**src/rtl/serv_aligner_buf.sv**
```systemverilog
// Instruction-fetch aligner with a one-word reuse buffer between the SERV ibus and Wishbone memory.
// Define SERV_ALIGNER_STATS_EN to add saturating hit / bus-ack counters (o_hit_cnt, o_bus_cnt).
module serv_aligner_buf #(
    parameter int AW            = 32,
    parameter int REUSE_ALIGNED = 1,
    parameter int CNT_W         = 16
) (
    input  logic              clk,
    input  logic              rst,
    input  logic [AW-1:0]     i_ibus_adr,
    input  logic              i_ibus_cyc,
    output logic [31:0]       o_ibus_rdt,
    output logic              o_ibus_ack,
    output logic [AW-1:0]     o_wb_ibus_adr,
    output logic              o_wb_ibus_cyc,
    input  logic [31:0]       i_wb_ibus_rdt,
    input  logic              i_wb_ibus_ack,
    input  logic              i_flush
`ifdef SERV_ALIGNER_STATS_EN
    ,
    output logic [CNT_W-1:0]  o_hit_cnt,
    output logic [CNT_W-1:0]  o_bus_cnt
`endif
);

    localparam int   WW    = AW - 2;
    localparam logic REUSE = (REUSE_ALIGNED != 0);

    typedef enum logic [1:0] {
        IDLE   = 2'd0,
        REQ_LO = 2'd1,
        REQ_HI = 2'd2,
        RESP   = 2'd3
    } state_t;

    state_t          state_reg;
    logic [WW-1:0]   w_reg;
    logic            mis_reg;
    logic [15:0]     lo_hw_reg;

    logic [31:0]     hold_word_reg;
    logic [WW-1:0]   hold_tag_reg;
    logic            hold_vld_reg;

    logic [WW-1:0]   w1;
    logic [WW-1:0]   acc_word;
    logic [WW-1:0]   acc_word1;
    logic            acc_hit;
    logic            acc_fast;
    logic            acc_skip_lo;
    logic            in_req;
    logic            bus_ack;
    logic [WW-1:0]   buf_tag;

    // Byte-offset bit 0 is always zero for a halfword-aligned fetch.
    logic            unused_adr0;
    assign unused_adr0 = i_ibus_adr[0];

    assign w1          = w_reg + WW'(1);
    assign acc_word    = i_ibus_adr[AW-1:2];
    assign acc_word1   = acc_word + WW'(1);
    assign acc_hit     = hold_vld_reg && (hold_tag_reg == acc_word);
    assign acc_fast    = acc_hit && !i_ibus_adr[1] && REUSE;
    assign acc_skip_lo = acc_hit && i_ibus_adr[1];
    assign in_req      = (state_reg == REQ_LO) || (state_reg == REQ_HI);
    assign bus_ack     = in_req && i_wb_ibus_ack;
    assign buf_tag     = (state_reg == REQ_HI) ? w1 : w_reg;

    // Every completed memory read refills the buffer, even one that lands in an abort cycle.
    always_ff @(posedge clk) begin
        if (rst) begin
            hold_word_reg <= '0;
            hold_tag_reg  <= '0;
            hold_vld_reg  <= 1'b0;
        end else begin
            if (bus_ack) begin
                hold_word_reg <= i_wb_ibus_rdt;
                hold_tag_reg  <= buf_tag;
                hold_vld_reg  <= 1'b1;
            end
            if (i_flush) begin
                hold_vld_reg <= 1'b0;
            end
        end
    end

    always_ff @(posedge clk) begin
        if (rst) begin
            state_reg     <= IDLE;
            w_reg         <= '0;
            mis_reg       <= 1'b0;
            lo_hw_reg     <= '0;
            o_ibus_rdt    <= '0;
            o_ibus_ack    <= 1'b0;
            o_wb_ibus_adr <= '0;
            o_wb_ibus_cyc <= 1'b0;
        end else begin
            o_ibus_ack <= 1'b0;
            case (state_reg)
                IDLE: begin
                    if (i_ibus_cyc) begin
                        w_reg   <= acc_word;
                        mis_reg <= i_ibus_adr[1];
                        if (acc_fast) begin
                            o_ibus_rdt <= hold_word_reg;
                            o_ibus_ack <= 1'b1;
                            state_reg  <= RESP;
                        end else if (acc_skip_lo) begin
                            lo_hw_reg     <= hold_word_reg[31:16];
                            o_wb_ibus_adr <= {acc_word1, 2'b00};
                            o_wb_ibus_cyc <= 1'b1;
                            state_reg     <= REQ_HI;
                        end else begin
                            o_wb_ibus_adr <= {acc_word, 2'b00};
                            o_wb_ibus_cyc <= 1'b1;
                            state_reg     <= REQ_LO;
                        end
                    end
                end
                REQ_LO: begin
                    if (!i_ibus_cyc) begin
                        o_wb_ibus_cyc <= 1'b0;
                        state_reg     <= IDLE;
                    end else if (i_wb_ibus_ack) begin
                        if (mis_reg) begin
                            // Keep the bus request up and move straight to the next word.
                            lo_hw_reg     <= i_wb_ibus_rdt[31:16];
                            o_wb_ibus_adr <= {w1, 2'b00};
                            state_reg     <= REQ_HI;
                        end else begin
                            o_ibus_rdt    <= i_wb_ibus_rdt;
                            o_ibus_ack    <= 1'b1;
                            o_wb_ibus_cyc <= 1'b0;
                            state_reg     <= RESP;
                        end
                    end
                end
                REQ_HI: begin
                    if (!i_ibus_cyc) begin
                        o_wb_ibus_cyc <= 1'b0;
                        state_reg     <= IDLE;
                    end else if (i_wb_ibus_ack) begin
                        o_ibus_rdt    <= {i_wb_ibus_rdt[15:0], lo_hw_reg};
                        o_ibus_ack    <= 1'b1;
                        o_wb_ibus_cyc <= 1'b0;
                        state_reg     <= RESP;
                    end
                end
                RESP: begin
                    state_reg <= IDLE;
                end
                default: begin
                    state_reg <= IDLE;
                end
            endcase
        end
    end

`ifdef SERV_ALIGNER_STATS_EN
    logic                  hit_evt;
    logic [1:0]            cnt_evt;
    logic [1:0][CNT_W-1:0] cnt_all;

    assign hit_evt = (state_reg == IDLE) && i_ibus_cyc && (acc_fast || acc_skip_lo);
    assign cnt_evt = {bus_ack, hit_evt};

    genvar gi;
    generate
        for (gi = 0; gi < 2; gi++) begin : g_cnt
            logic [CNT_W-1:0] cnt_reg;
            always_ff @(posedge clk) begin
                if (rst || i_flush) begin
                    cnt_reg <= '0;
                end else if (cnt_evt[gi] && !(&cnt_reg)) begin
                    cnt_reg <= cnt_reg + CNT_W'(1);
                end
            end
            assign cnt_all[gi] = cnt_reg;
        end
    endgenerate

    assign o_hit_cnt = cnt_all[0];
    assign o_bus_cnt = cnt_all[1];
`endif

endmodule

```
**config.mk**
```make
export PLATFORM = sky130hd
export DESIGN_NAME = serv_aligner_buf
export DESIGN_NICKNAME = d
export VERILOG_FILES = /design/src/rtl/serv_aligner_buf.sv
export SDC_FILE = /design/constraint.sdc
export NUM_CORES = 1
export LEC_CHECK = 0
export ABC_AREA = 1
export BUFFER_PORTS_ARGS = -buffer_cell sky130_fd_sc_hd__buf_2
export CORE_ASPECT_RATIO = 0.75
export CORE_MARGIN = 8
export CORE_UTILIZATION = 45
export DETAILED_ROUTE_END_ITERATION = 10
export GPL_TIMING_DRIVEN = 0
export PLACE_DENSITY = 0.76
export SLEW_MARGIN = 25
export SYNTH_ARGS = -nofsm -noshare
export SYNTH_HDL_FRONTEND = slang
export SYNTH_SLANG_ARGS = --single-unit
```
**constraint.sdc**
```tcl
create_clock -name clk -period 6.1 [get_ports clk]
set_input_delay 0.305 -clock clk [delete_from_list [all_inputs] [get_ports clk]]
set_output_delay 0.305 -clock clk [all_outputs]
set_load 0.01 [all_outputs]
```
==> reports/qor.txt <==
POWER
--------------------------------------------------------------------------------
Total power density per cell area                                     334 nW/um2
Leakage power                                                            5.19 nW
Combinational fraction of design power                                     36.6%
Post-route total power                                                 0.00400 W
Sw power                                                               0.00165 W
Cell internal pwr                                                      0.00235 W
Sequential share of power                                                  36.9%
Portion of total power attributed to the clock network                     26.5%
Switching power as a share of total power                                  41.3%
Worst supply voltage drop on vdd                                      0.000210 V

CLOCKING
--------------------------------------------------------------------------------
# hold bufs at CTS                                                             0
Worst-path clk slew                                                      0.07 ns
Post-CTS Setup Inserts                                                         0
Number of levels the H-tree was split into                                     4
Root buffer selected by CTS                                            clkbuf_16
Clock sink count                                                             176
TritonCTS clock tree                                                       built
Clk Latency, worst-skew pair                                             0.46 ns
Max clock buf depth                                                            2
Total of cells resized after clock tree synthesis                              0
Number of CTS-inserted buffers                                                17

LAYOUT
--------------------------------------------------------------------------------
Fill cell total of the finished layout                                      2392
Top library cells by usage in the layout, fill and taps aside       nand2_1 (473), nor2_1 (268), dfxtp_1 (176)
Final Net Count                                                             1928
Growth of design area from synthesis to finish                             15.1%
Most common library cell in the layout ignoring fill and taps            nand2_1
Fraction of final layout cells with drive strength greater than 1          12.3%

WORST SETUP PATH
--------------------------------------------------------------------------------
CP Max Fanout                                                                 10
Cell Chain, Critical Path                                           inv_1 > ha_1 > inv_2 > o21ai_1 > inv_1 > o21ai_1 > a221oi_2 > buf_4 > clkbuf_1 > nand3_1 > nand2_1 > nor2_1
Kind of cell adding the most delay to the critical path             buffers and inverters
Critical path class                                                   reg -> reg
Critical path startpoint category                                      flip-flop
Data arrival time at the worst-slack endpoint                            3.28 ns
Critical Path End Type                                                 flip-flop
Worst-path cell with the longest stage delay                            a221oi_2
Buffer and inverter count on the worst path                                    5
Max incr delay on CP                                                     0.49 ns
Required time reported for the critical path endpoint                    6.44 ns

LOGIC SYNTHESIS
--------------------------------------------------------------------------------
Gate count of the mapped netlist                                            1704
Count of cell types in the netlist                                            34
Average footprint of a synthesized cell                                 6.11 um2
Synth warn                                                                     0
Mapped Area                                                            10400 um2
Share of the yosys chip area belonging to registers                        33.9%
Post-synthesis sequential element count                                      176

MIN PATH
--------------------------------------------------------------------------------
Class of the worst hold path                                           in -> reg

DETAILED ROUTING
--------------------------------------------------------------------------------
Number of nets still failing antenna checks after routing                      0
Via count                                                                  12258
Drc violations                                                                 0
Post-detailed-routing wire length                                        43.9 mm
Number of DRC violations after detailed-routing iteration 0                 1834
Post-detailed-route via-to-cell ratio                                       5.65
Pre-antenna DRT Iters                                                          8
Post-DR wirelength/cell                                                  20.3 um

PLACED DESIGN
--------------------------------------------------------------------------------
Routability-driven placement congestion ratio                               1.01
I/O Buffers                                                                  128
Detailed Place HPWL                                                      34.7 mm
Worst Setup Slack post-DPL                                               3.17 ns

GLOBAL ROUTE
--------------------------------------------------------------------------------
Vias in the first global route                                             11126
Met1 track demand over resource                                            46.5%
Pin count of the biggest net entering global routing                          17
Total global routing overflow                                                  0
Met2 usage                                                                 39.5%
Global routing usage summed across all routing layers                      30.6%
Most Crowded Layer GR                                                       met1
First-pass GRT wire length                                               66.0 mm
Met3 track demand over resource                                            10.1%
Initial antenna violation count                                                2

FLOORPLAN
--------------------------------------------------------------------------------
Starting Density                                                           45.5%
Standard-cell row count                                                       48
Total I/O pin count                                                          135
Total core area                                                        22900 um2
Die area                                                               28300 um2
Die Y                                                                     148 um
Die extent in x                                                           192 um

JOB
--------------------------------------------------------------------------------
Number of max-cap violations                                                   0

STA
--------------------------------------------------------------------------------
Worst Clk Skew                                                         0.0149 ns
Final hold violation count                                                     0
Setup repair after global routing missed its margin                        false
Rel. slew slack                                                            45.6%
Worst hold slack after final layout                                     0.127 ns
Period utilisation layout                                                  48.1%
Min cycle time layout                                                    2.94 ns
Slew Viols, Final                                                              0
Number of endpoints failing setup at the final stage                           0
Total negative slack                                                        0 ns
Slack of the critical path                                               3.16 ns
Max Clock Freq                                                         0.341 GHz
Least-Margin Pin Slew                                                   0.816 ns

STATUS
--------------------------------------------------------------------------------
Result of the run                                                      completed

## synth_stat cells
cell type,instances,area share (%)
nor4_1,2,0.12
buf_6,6,0.65
o21ai_4,1,0.16
clkinv_1,2,0.072
xnor2_1,3,0.25
buf_1,17,0.61
buf_4,9,0.65
xor2_1,23,1.9
nor3_2,2,0.19
inv_2,35,1.3
buf_2,10,0.48
o21ai_1,7,0.34
a221oi_2,1,0.14
nand2_2,3,0.18
a21oi_1,141,6.8
clkbuf_1,57,2.1
nor2_1,268,9.7
inv_1,111,4.0
ha_1,6,0.72
a21boi_2,1,0.11
nand2_1,473,17
dfxtp_1,176,34
a221oi_1,12,1.0
nor3_1,27,1.3
nand3b_1,2,0.14
nand4_1,20,1.2
nand3_4,1,0.17
o211ai_1,4,0.29
nor2_4,2,0.22
conb_1,1,0.036
a221o_1,16,1.5
nand3_1,139,6.7
o21ai_0,124,6.0
a31oi_1,2,0.12
## tightest hold or removal path: stages
cell and delay (ns):
buf_2 0.09, o21ai_0 0.07, nor2_1 0.08
## cells by family after synthesis
kind of cell    Yosys count  synth area share [%]
simple gates            939                  36.9
flops                   176                  33.9
fa+ha+maj                 6                 0.722
xor+xnor                 26                  2.19
buf+inv                 247                  9.79
other cells               1                0.0360
compound gates          309                  16.5
## metal layers
metal  up-vias  routed length [um]  part of all wire [%]
li1       5802                   -                     -
met1      5529               19800                    45
met2       853               16400                    37
met3        74                6780                    15
met4         0                1010                   2.3
met5         -                   0                     0
## power groups by stage
stage	registers, W	logic [W]	clock network (W)
2_1_floorplan	0.00151	0.000871	0
3_3_place_gp	0.00149	0.00139	0
3_5_place_dp	0.00149	0.00140	0
4_1_cts	0.00147	0.00141	0.00107
6_report	0.00148	0.00146	0.00106
5_1_grt	0.00150	0.00160	0.00111
## layout make-up
class	instances	area, um2	share of cell area [%]
multi-input combinational	1282	5870	49.0
sequential	176	3520	29.4
timing repair buffer	129	648	5.41
inverter	148	556	4.64
buffer	99	463	3.86
clock buffer	21	460	3.84
tap	300	375	3.13
clock inverter	11	82.6	0.689
antenna	2	5.00	0.0418
## final timing paths
check                    start  depth (start not counted)  slack [ns]                end
max               state_reg[1]                         12        3.16     o_ibus_rdt[13]
min          i_wb_ibus_rdt[21]                          3        0.13  hold_word_reg[21]
min reg2reg  o_wb_ibus_adr[30]                          2        0.46  o_wb_ibus_adr[30]
max reg2reg       state_reg[1]                         12        3.16     o_ibus_rdt[13]
## stage by stage
stage | utilization (%) | std cells | instance area, um2
after global placement | 49.9 | 2133 | 11400
after global routing | 52.4 | 2168 | 12000
after detailed placement | 49.9 | 2133 | 11400
after floorplan | - | 1705 | 10400
final | 52.4 | 2168 | 12000
after CTS | 52.3 | 2165 | 12000
(Power assumes the default switching activity.)
